**src/rtl/uart_bit_rx_module.sv**
```systemverilog
// UART receive bit engine: deserialises 8N1 frames from rx_pin and presents
// each byte on a valid/ready handshake, flagging framing errors and overruns.
module uart_bit_rx_module #(
  parameter int unsigned CLK_FRE   = 50,
  parameter int unsigned BAUD_RATE = 115200
) (
  input  logic       clk,
  input  logic       rst_n,
  input  logic       rx_pin,
  output logic [7:0] rx_data,
  output logic       rx_data_valid,
  input  logic       rx_data_ready,
  output logic       rx_frame_err,
  output logic       rx_overrun,
  output logic       rx_busy
);

  localparam int unsigned CYCLE = CLK_FRE * 1000000 / BAUD_RATE;
  localparam int unsigned HALF  = CYCLE / 2;
  localparam int unsigned CNT_W = 16;
  localparam int unsigned BIT_W = 3;

  localparam logic [CNT_W-1:0] CNT_SAMPLE = CNT_W'(HALF - 1);
  localparam logic [CNT_W-1:0] CNT_END    = CNT_W'(CYCLE - 1);
  localparam logic [BIT_W-1:0] BIT_LAST   = BIT_W'(7);

  typedef enum logic [2:0] {
    S_IDLE,
    S_START,
    S_REC_BYTE,
    S_STOP,
    S_DATA
  } state_t;

  state_t           state;
  state_t           state_next;
  logic             rx_s1;
  logic             rx_s2;
  logic             rx_d;
  logic [CNT_W-1:0] cycle_cnt;
  logic [CNT_W-1:0] cycle_cnt_next;
  logic [BIT_W-1:0] bit_cnt;
  logic [7:0]       shift;
  logic             fall_c;
  logic             sample_c;
  logic             bit_end_c;
  logic             capture_c;
  logic             load_c;
  logic             frame_err_c;

  // Two-flop synchroniser plus one delay flop for start-edge detection.
  always_ff @(posedge clk or negedge rst_n) begin
    if (!rst_n) begin
      rx_s1 <= 1'b1;
      rx_s2 <= 1'b1;
      rx_d  <= 1'b1;
    end else begin
      rx_s1 <= rx_pin;
      rx_s2 <= rx_s1;
      rx_d  <= rx_s2;
    end
  end

  assign fall_c = rx_d & ~rx_s2;

  always_ff @(posedge clk or negedge rst_n) begin
    if (!rst_n) begin
      state <= S_IDLE;
    end else begin
      state <= state_next;
    end
  end

  // Next-state and per-cycle strobes.
  always_comb begin
    state_next  = state;
    sample_c    = (cycle_cnt == CNT_SAMPLE);
    bit_end_c   = (cycle_cnt == CNT_END);
    capture_c   = 1'b0;
    load_c      = 1'b0;
    frame_err_c = 1'b0;
    case (state)
      S_IDLE: begin
        if (fall_c) state_next = S_START;
      end
      S_START: begin
        if (sample_c && rx_s2) state_next = S_IDLE;
        else if (bit_end_c)    state_next = S_REC_BYTE;
      end
      S_REC_BYTE: begin
        capture_c = sample_c;
        if (bit_end_c && (bit_cnt == BIT_LAST)) state_next = S_STOP;
      end
      S_STOP: begin
        // Leave at mid stop bit so the following start edge is not missed.
        if (sample_c) begin
          if (rx_s2) begin
            state_next = S_DATA;
          end else begin
            frame_err_c = 1'b1;
            state_next  = S_IDLE;
          end
        end
      end
      S_DATA: begin
        load_c     = 1'b1;
        state_next = S_IDLE;
      end
      default: state_next = S_IDLE;
    endcase

    if (state_next != state)                   cycle_cnt_next = '0;
    else if ((state == S_REC_BYTE) && bit_end_c) cycle_cnt_next = '0;
    else                                       cycle_cnt_next = cycle_cnt + CNT_W'(1);
  end

  always_ff @(posedge clk or negedge rst_n) begin
    if (!rst_n) begin
      cycle_cnt <= '0;
      bit_cnt   <= '0;
      shift     <= '0;
    end else begin
      cycle_cnt <= cycle_cnt_next;
      if (capture_c) shift[bit_cnt] <= rx_s2;
      if (state != S_REC_BYTE) bit_cnt <= '0;
      else if (bit_end_c)      bit_cnt <= bit_cnt + BIT_W'(1);
    end
  end

  // Byte holding register; newest byte wins when the consumer is stalled.
  always_ff @(posedge clk or negedge rst_n) begin
    if (!rst_n) begin
      rx_data       <= '0;
      rx_data_valid <= 1'b0;
      rx_frame_err  <= 1'b0;
      rx_overrun    <= 1'b0;
      rx_busy       <= 1'b0;
    end else begin
      rx_frame_err <= frame_err_c;
      rx_overrun   <= load_c & rx_data_valid & ~rx_data_ready;
      rx_busy      <= (state_next != S_IDLE);
      if (load_c) begin
        rx_data       <= shift;
        rx_data_valid <= 1'b1;
      end else if (rx_data_valid && rx_data_ready) begin
        rx_data_valid <= 1'b0;
      end
    end
  end

endmodule

```
**config.mk**
```make
export PLATFORM = sky130hd
export DESIGN_NAME = uart_bit_rx_module
export DESIGN_NICKNAME = d
export VERILOG_FILES = /design/src/rtl/uart_bit_rx_module.sv
export SDC_FILE = /design/constraint.sdc
export NUM_CORES = 1
export LEC_CHECK = 0
export ABC_AREA = 1
export BUFFER_PORTS_ARGS = -buffer_cell sky130_fd_sc_hd__buf_2
export CORE_UTILIZATION = 54
export CTS_CLUSTER_SIZE = 12
export DETAILED_ROUTE_END_ITERATION = 10
export MAX_ROUTING_LAYER = met4
export PLACE_DENSITY = 0.81
export SETUP_SLACK_MARGIN = 0.05
export SLEW_MARGIN = 5
export SYNTH_ARGS = -nofsm -noshare
export SYNTH_HDL_FRONTEND = slang
export SYNTH_SLANG_ARGS = --single-unit
```
**constraint.sdc**
```tcl
create_clock -name clk -period 1.7 [get_ports clk]
set_clock_uncertainty 0.1 [all_clocks]
set_input_delay 0.085 -clock clk [delete_from_list [all_inputs] [get_ports clk]]
set_output_delay 0.085 -clock clk [all_outputs]
set_load 0.01 [all_outputs]
```
==> results of run 1 <==
## registers in the layout (all words and copies together), names as in the netlist, 3 cells and up
signal / count
bit_cnt: 3
cycle_cnt: 16
rx_data: 8
shift: 8
state: 3
## metal layers
metal | track usage [%] | wire (um) | share of wire, % | up-vias
met2 | 40.2 | 3270 | 48 | 85
met4 | 8.39 | 251 | 3.7 | 0
met3 | 4.82 | 379 | 5.6 | 27
li1 | - | - | - | 1029
met5 | - | 0 | 0 | -
met1 | 32.8 | 2850 | 42 | 1052
## cell usage in the layout, fill, tap and decap left out, drive strengths merged
cell and n:
nor4 1, nand2 52, dfrtp 42, ha 5, and3 1, o211ai 1, nor2 63, o21ai 6
dfstp 3, buf 68, clkinvlp 1, nand3b 2, mux2 8, xor2 8, nand3 19, nand4 5
a21oi 11, clkinv 3, a22o 2, nor3 8, a21boi 1, clkbuf 5, inv 35, dlygate4sd3 3
## final cells by class
cell class / instances / area [um^2]
tap: 52 / 65.1
timing repair buffer: 71 / 559
clock buffer: 5 / 68.8
clock inverter: 3 / 21.3
sequential: 45 / 1130
inverter: 36 / 135
multi-input combinational: 193 / 1420
fill: 245 / 920
## logic make-up after synthesis
family,after synthesis,share of synthesized area [%]
adder cells (fa/ha/maj),5,2.58
XOR/XNOR,8,2.89
AO/OA/AOI/OAI,21,5.32
AND/OR/NAND/NOR,151,32.3
buffers and inverters,38,6.60
multiplexers,8,3.72
flip-flops,45,46.6
## worst min-delay path by stage
stage / end / slack (ns) / cells past startpoint
after floorplan: bit_cnt[0]$_DFFE_PN0P_ / -0.31 / 0
after global routing: rx_data[5]$_DFFE_PN0P_ / 0.22 / 2
after CTS: rx_data_valid$_DFFE_PN0P_ / 0.20 / 2
after detailed placement: rx_data[4]$_DFFE_PN0P_ / -0.01 / 1
final: rx_data[4]$_DFFE_PN0P_ / 0.18 / 2
after global placement: rx_overrun$_DFF_PN0_ / -0.02 / 1
## worst max-delay path, cell delays in order, from the launching register on
cell and delay [ns]:
dfrtp_1 0.45, nand2_1 0.16, inv_2 0.12, nand2_2 0.07, nor2_4 0.13, nand2_4 0.10
buf_6 0.13, nor2_4 0.17, nand2_4 0.12, nor2_4 0.13, nor2_2 0.06, a21oi_1 0.16
## power groups by stage
stage	Sequential, mW	Clock (mW)	Combinational, mW
final	1.22	0.684	0.982
after global routing	1.22	0.729	1.03
after CTS	1.19	0.679	0.784
after detailed placement	1.21	0	0.522
after global placement	1.21	0	0.506
after floorplan	1.20	0	0.342
## per-stage QoR
| stage | total power, mW | cell area, um^2 | std cells |
|---|---|---|---|
| CTS | 2.65 | 3240 | 402 |
| global route | 2.98 | 3400 | 405 |
| detailed placement | 1.73 | 2870 | 381 |
| finish | 2.88 | 3400 | 405 |
| global placement | 1.71 | 2870 | 381 |
| floorplan | 1.55 | 2430 | 276 |
## what timing repair did
action                                  CTS  global route
buffers inserted                          9             5
endpoints found under the hold margin    23             0
cloned                                    1             0
gates resized for setup                  47            36
pin swaps                                16            22
hold buffers                              3             0
endpoints found under the setup margin   26            40
==> flow_summary.ini, run 1 <==
[clocking]
numCtsBuffers = 5
clk_pin_slew_worst_paths_ns = 0.09
cts.sink_count = 45
cts_max_path_buffers = 2
clk_latency_ns = 0.30
tritoncts = yes
cts_max_level = 2
cts-root-buf = clkbuf_8

[yosys]
yosys.cell_count.top_type = nand2_1
yosys_warnings = 0
syn-mean-instance-area_um2 = 8.79
synth_ff_type = dfrtp_1
ys_top_cells_by_area = dfrtp_1 (43%), nand2_1 (7.3%), nor2_1 (7.1%)
post_synth_inst_count = 276
synth.yosys.seq_area_share_pct = 46.6
yosys.area.top_type_share_pct = 43.3
synth_nets = 285
synth-async-reset-ratio_pct = 100
synth-edff-count = 0
post_synth_most_frequent_cells = nand2_1 (47), nor2_1 (46), dfrtp_1 (42)
ys_seq_elements = 45
synthDistinctLibCells = 30
synth.largest_area_cell = dfrtp_1
synthesis.area_um2 = 2420

[place]
pre_cts_slack_ns = -0.227
globalplace.congestion = 0.958
port_buffers = 15
dp.final_hpwl_um = 3640

[pwr]
share_comb_of_total_power_pct = 34.1
intPower_mw = 1.89
power_switching_share_pct = 34.4
p_leak_nw = 1.66
net-switching-power_uw = 990
power_density_nw_per_um2 = 846
power.share.clock_pct = 23.7
peakVddDrop_mv = 1.18
seq_power_share_pct = 42.2

[global_routing]
antenna_found_initial = 0
grt.total_usage_pct = 25.3
via_count_of_the_first_global_routing_pass = 2060
grt-ovfl-total = 0
grt_pass1_wl_um = 9320
grt_start_max_net_pins = 25

[critical_path]
crit_path_end = shift[7]$_DFFE_PN0P_
worstSetupPathType = reg2reg
worst_setup_path_end_kind = flip-flop
required_ns = 1.82
timing.reg2reg.worst_path_depth = 11
rrSetupSlack_ns = -0.27
data_arrival_time_of_the_worst_path_ns = 2.09
critical_path.reg2reg.endpoint = shift[7]$_DFFE_PN0P_
crit_fanout = 4
cp-start-kind = flip-flop
crit-reg2reg-launch = cycle_cnt[7]$_DFF_PN0_
setup.worst_path.start = cycle_cnt[7]$_DFF_PN0_

[finish]
utilization_of_the_core_after_routing_pct = 78.7
layout.nets = 361
layout-drive-gt1-share_pct = 48.7
flow.area_growth_from_synthesis_pct = 40.4
antennaDiodeCount = 0

[die]
die_width_um = 69.0
num_rows = 24
placeableCoreArea_um2 = 4320
design.die.area_um2 = 4760
floorplan.die.height_um = 69.0
start_util_pct = 56.1
io-pin-count = 16

[run]
drv_cap = 0

[timing]
timing.final.crit_share_pct = 116
worst_hold_slack_ns = 0.179
shortest_clock_period_the_worst_path_allows_after_layout_ns = 1.97
timing_max_transition_violations_final = 0
rsz0062_at_grt = true
finalHoldViolCount = 0
worst_slack_ns = -0.271
worst_slew_margin_rel_pct = 65.1
timing_worst_slew_pin_value_ns = 0.524
totalNegativeSetupSlack_ns = -4.97
timing.fmax_mhz = 507
setup_viol = 24

[detailed_routing]
drt_pre_antenna_iters = 5
detail_route.drc_violations = 0
viasPerCell = 5.41
totalWireLength_um = 6750
post_drt_antenna_nets = 0
avgRoutedWirePerCell_um = 16.7
dr_total_vias = 2193
drtIter0Drc = 172

[min_path]
hold_path.class = in2async

[run_status]
status = complete, but fails checks
violations = setup timing
Power figures use the tool's default switching activity.
==> run 2, diff against run 1 <==
--- a/config.mk
+++ b/config.mk
@@ -7,11 +7,11 @@
 export LEC_CHECK = 0
 export ABC_AREA = 1
 export BUFFER_PORTS_ARGS = -buffer_cell sky130_fd_sc_hd__buf_2
-export CORE_UTILIZATION = 54
+export CORE_UTILIZATION = 35
 export CTS_CLUSTER_SIZE = 12
 export DETAILED_ROUTE_END_ITERATION = 10
 export MAX_ROUTING_LAYER = met4
-export PLACE_DENSITY = 0.81
+export PLACE_DENSITY = 0.56
 export SETUP_SLACK_MARGIN = 0.05
 export SLEW_MARGIN = 5
 export SYNTH_ARGS = -nofsm -noshare
==> flow_summary.ini, run 2 (synthesis gave the netlist of run 1 again) <==
[min_path]
timing.hold.worst_endpoint = rx_s2$_DFF_PN1_
timing.hold.worst_path_depth = 0
holdCritStartpoint = rx_s1$_DFF_PN1_
hold_path.class = reg2reg

[critical_path]
data_arrival_time_of_the_worst_path_ns = 1.99
crit-reg2reg-launch = cycle_cnt[0]$_DFF_PN0_
worstSetupPathType = reg2reg
cp-start-kind = flip-flop
critical_path.reg2reg.endpoint = cycle_cnt[6]$_DFF_PN0_
timing.reg2reg.worst_path_depth = 11
rrSetupSlack_ns = -0.20
crit_fanout = 6
worst_setup_path_end_kind = flip-flop
required_ns = 1.79

[timing]
timing_max_transition_violations_final = 0
shortest_clock_period_the_worst_path_allows_after_layout_ns = 1.90
timing.final.crit_share_pct = 112
worst_slack_ns = -0.199
totalNegativeSetupSlack_ns = -3.81
timing.fmax_mhz = 527
finalHoldViolCount = 0
worst_slew_margin_rel_pct = 63.0
timing_worst_slew_pin_value_ns = 0.555
setup_viol = 24
rsz0062_at_grt = true

[finish]
largest_register_ffs = 16
antennaDiodeCount = 0
registers.top_by_ff_count = cycle_cnt
highest_count_cells_in_the_layout_ignoring_fill_and_taps = buf_4 (51), dfrtp_1 (40), nand2_1 (38), nor2_4 (27), inv_1 (26)
num-fill-cells = 601
flow.area_growth_from_synthesis_pct = 42.1
biggestRegsByFlops = cycle_cnt: 16 flops, rx_data: 8 flops, shift: 8 flops
layout-drive-gt1-share_pct = 47.9
final_common_cell = buf_4
layout.nets = 365
utilization_of_the_core_after_routing_pct = 52.8

[global_routing]
grt-ovfl-total = 0
grt.total_usage_pct = 15.9
via_count_of_the_first_global_routing_pass = 1936
antenna_found_initial = 0
grt_pass1_wl_um = 8780
grt_start_max_net_pins = 46

[pwr]
power_density_nw_per_um2 = 807
p_leak_nw = 1.66
design_power_total_mw = 2.78
peakVddDrop_mv = 0.463

[clocking]
clk_latency_ns = 0.30
cts.sink_count = 45
cts_max_path_buffers = 2
clk_pin_slew_worst_paths_ns = 0.09
cts-root-buf = clkbuf_8
numCtsBuffers = 5
tritoncts = yes
cts_max_level = 2

[detailed_routing]
dr_total_vias = 2030
post_drt_antenna_nets = 0
drtIter0Drc = 84
drt_pre_antenna_iters = 4
totalWireLength_um = 5350
viasPerCell = 4.68
avgRoutedWirePerCell_um = 12.3
detail_route.drc_violations = 0

[die]
floorplan.die.height_um = 85.2
die_width_um = 85.2
io-pin-count = 16
design.die.area_um2 = 7270
placeableCoreArea_um2 = 6530
num_rows = 29
start_util_pct = 37.1

[place]
port_buffers = 15
globalplace.congestion = 0.864
dp.final_hpwl_um = 3640

[run_status]
violations = setup timing
status = complete, but fails checks

[run]
drv_cap = 0
[run 2: cell count changes in the layout (fill, tap and decap cells not counted), sizes merged]
| cell | before | now |
|---|---|---|
| clkinv | 3 | 2 |
| buf | 68 | 72 |
| inv | 35 | 36 |
[run 2: per-stage QoR]
stage | cells | area (um^2) | worst slack (ns) | hold slack [ns]
after global routing | 434 | 3450 | -0.284 | 0.273
final | 434 | 3450 | -0.199 | 0.260
after floorplan | 276 | 2430 | -0.0396 | -0.311
after global placement | 408 | 2920 | -0.172 | 0.0900
after CTS | 426 | 3170 | -0.180 | 0.262
after detailed placement | 408 | 2920 | -0.177 | 0.0911
[run 2: routing by layer]
layer,routed length [um],track usage [%]
met1,2590,21.2
met2,2570,24.1
met3,106,2.92
met4,89,6.47
met5,0,-
[run 2: power breakdown]
group	internal (mW)	total (mW)	leakage (nW)	switching, mW
Clock	0.292	0.685	0.0445	0.393
Sequential	1.13	1.21	0.602	0.0773
Combinational	0.444	0.883	1.01	0.439
[run 2: worst max-delay path: stages (launching register included)]
cell      delay (ns)
dfrtp_1         0.44
inv_2           0.10
ha_4            0.15
nand2_4         0.05
nor2_4          0.15
nand2_4         0.10
nand2_2         0.07
a21boi_4        0.17
nand3_2         0.10
nand3_4         0.16
buf_12          0.16
nor2_4          0.03
[run 2: worst max path at each step]
stage	from	end	slack (ns)	cells after the start
after floorplan	cycle_cnt[0]$_DFF_PN0_	cycle_cnt[12]$_DFF_PN0_	-0.04	11
after global routing	cycle_cnt[11]$_DFF_PN0_	cycle_cnt[6]$_DFF_PN0_	-0.28	10
after CTS	cycle_cnt[1]$_DFF_PN0_	cycle_cnt[12]$_DFF_PN0_	-0.18	13
after global placement	cycle_cnt[0]$_DFF_PN0_	cycle_cnt[4]$_DFF_PN0_	-0.17	12
after detailed placement	cycle_cnt[0]$_DFF_PN0_	cycle_cnt[4]$_DFF_PN0_	-0.18	11
final	cycle_cnt[0]$_DFF_PN0_	cycle_cnt[6]$_DFF_PN0_	-0.20	11
[run 2: repair_timing]
item | in CTS | in global routing
setup endpoints to repair | 27 | 40
resized for setup | 22 | 56
hold buffers | 3 | 0
pin swaps | 11 | 17
gates cloned | 1 | 0
endpoints found under the hold margin | 45 | 0
setup buffers | 6 | 9
[run 2: final cells by class]
cell class / count / area [um^2] / share of cell area (%)
timing repair buffer: 75 / 589 / 17.1
multi-input combinational: 193 / 1400 / 40.7
clock inverter: 3 / 21.3 / 0.617
clock buffer: 5 / 68.8 / 2.00
sequential: 45 / 1130 / 32.9
inverter: 36 / 135 / 3.92
tap: 77 / 96.3 / 2.80
==> run 3, diff against run 2 <==
==> constraint.sdc (replaced) <==
create_clock -name clk -period 1.7 [get_ports clk]
set_clock_uncertainty 0.1 [all_clocks]
set_input_delay 0.34 -clock clk [delete_from_list [all_inputs] [get_ports clk]]
set_output_delay 0.34 -clock clk [all_outputs]
set_load 0.01 [all_outputs]
==> flow_summary.ini, run 3 (synthesis gave the netlist of run 1 again) <==
[die]
floorplan.die.height_um = 85.2
placeableCoreArea_um2 = 6530
design.die.area_um2 = 7270
start_util_pct = 37.1
io-pin-count = 16
die_width_um = 85.2
num_rows = 29

[timing]
finalHoldViolCount = 0
rsz0062_at_grt = true
shortest_clock_period_the_worst_path_allows_after_layout_ns = 1.88
timing_worst_slew_pin_value_ns = 0.391
worst_slew_margin_rel_pct = 73.8
timing.fmax_mhz = 533
worst_slack_ns = -0.177
timing.final.crit_share_pct = 110
setup_viol = 26
worst_hold_slack_ns = 0.0263
timing_max_transition_violations_final = 0

[clocking]
cts_max_path_buffers = 2
tritoncts = yes
cts.sink_count = 45
cts_max_level = 2
clk_pin_slew_worst_paths_ns = 0.10
numCtsBuffers = 5
cts-root-buf = clkbuf_8
clk_latency_ns = 0.30

[finish]
largest_register_ffs = 16
highest_count_cells_in_the_layout_ignoring_fill_and_taps = buf_4 (50), dfrtp_1 (40), nand2_1 (35), nor2_4 (29), inv_1 (27)
flow.area_growth_from_synthesis_pct = 43.2
layout-drive-gt1-share_pct = 49.6
layout.nets = 365
layout.cell_area.non_filler_um2 = 3470
antennaDiodeCount = 0
final_common_cell = buf_4
utilization_of_the_core_after_routing_pct = 53.2
registers.top_by_ff_count = cycle_cnt
biggestRegsByFlops = cycle_cnt: 16 flops, rx_data: 8 flops, shift: 8 flops

[run_status]
status = complete, but fails checks
violations = setup timing

[global_routing]
grt-ovfl-total = 0
via_count_of_the_first_global_routing_pass = 2076
grt_start_max_net_pins = 33
grt.total_usage_pct = 17.0
grt_pass1_wl_um = 9340
antenna_found_initial = 0

[run]
drv_cap = 0

[pwr]
p_leak_nw = 1.67
peakVddDrop_mv = 0.529
power_density_nw_per_um2 = 848
design_power_total_mw = 2.94

[detailed_routing]
drtIter0Drc = 84
avgRoutedWirePerCell_um = 12.8
drt_pre_antenna_iters = 4
totalWireLength_um = 5580
dr_total_vias = 2061
post_drt_antenna_nets = 0
viasPerCell = 4.75
detail_route.drc_violations = 0

[critical_path]
timing.critical_path.slowest_stage_cell = dfrtp_2
cp-start-kind = flip-flop
worstPathCellList = inv_2, ha_4, nand2_4, nor2_4, nand2_4, nand2_2, a21boi_4, nand3_2, nand3_4, buf_16, nor2_4
critical_path.max_stage_delay_ns = 0.45
worst_setup_path_end_kind = flip-flop
worstSetupPathType = reg2reg
cpLargestDelayFamily = simple AND/OR/NAND/NOR gates
data_arrival_time_of_the_worst_path_ns = 1.97
required_ns = 1.79
cp_num_buf_inv = 2
crit_fanout = 5

[min_path]
hold_path.class = in2reg

[place]
pre_cts_slack_ns = -0.204
placed_area_um2 = 2940
port_buffers = 15
globalplace.congestion = 0.885
dp.final_hpwl_um = 3830
-- run 3: changes by cell type in the layout (fill, tap and decap cells not counted), sizes merged --
cell / delta
buf: +2
dlygate4sd3: -2
inv: +2
clkinv: -1
clkinvlp: -1
-- run 3: power breakdown --
group / leakage [nW] / total, mW / switching, mW / internal (mW)
logic: 1.02 / 1.01 / 0.490 / 0.521
registers: 0.603 / 1.21 / 0.0789 / 1.13
clock network: 0.0495 / 0.718 / 0.412 / 0.306
-- run 3: routing by layer --
layer  GRT usage [%]  wire, um  part of all wire, %  vias up
met5               -         0                    0        -
met3            2.72       183                  3.3        7
met2            27.9      2850                   51       30
li1                -         -                    -     1031
met4            7.24        87                  1.6        0
met1            20.8      2460                   44      993
-- run 3: stage by stage --
stage,instances,TNS (ns)
after floorplan,276,-0.327
after global placement,409,-2.70
after detailed placement,409,-3.49
after CTS,431,-3.27
after global routing,434,-5.90
final,434,-3.60
-- run 3: worst paths after layout --
kind	from	end	slack, ns	depth (start not counted)
min reg2reg	rx_s1$_DFF_PN1_	rx_s2$_DFF_PN1_	0.26	0
min in group asynchronous	rst_n	cycle_cnt[7]$_DFF_PN0_	0.38	2
max reg2reg	cycle_cnt[0]$_DFF_PN0_	cycle_cnt[4]$_DFF_PN0_	-0.18	11
max in group asynchronous	rst_n	rx_d$_DFF_PN1_	0.57	3
max	cycle_cnt[0]$_DFF_PN0_	cycle_cnt[4]$_DFF_PN0_	-0.18	11
min	rx_pin	rx_s1$_DFF_PN1_	0.03	1
-- run 3: layout make-up --
cell class                      instances  area, um^2
Clock buffer                            5        68.8
Inverter                               36         135
Fill cell                             590        3060
Tap cell                               77        96.3
Sequential cell                        45        1130
Clock inverter                          3        26.3
Timing Repair Buffer                   75         604
Multi-Input combinational cell        193        1410
-- run 3: what timing repair did --
item                       in CTS  in global routing
setup buffers                  13                  4
pin swaps                      21                 18
hold endpoints to repair       13                  0
cloned                          1                  0
hold buffers                    1                  0
resized for setup              52                 31
setup endpoints to repair      27                 40
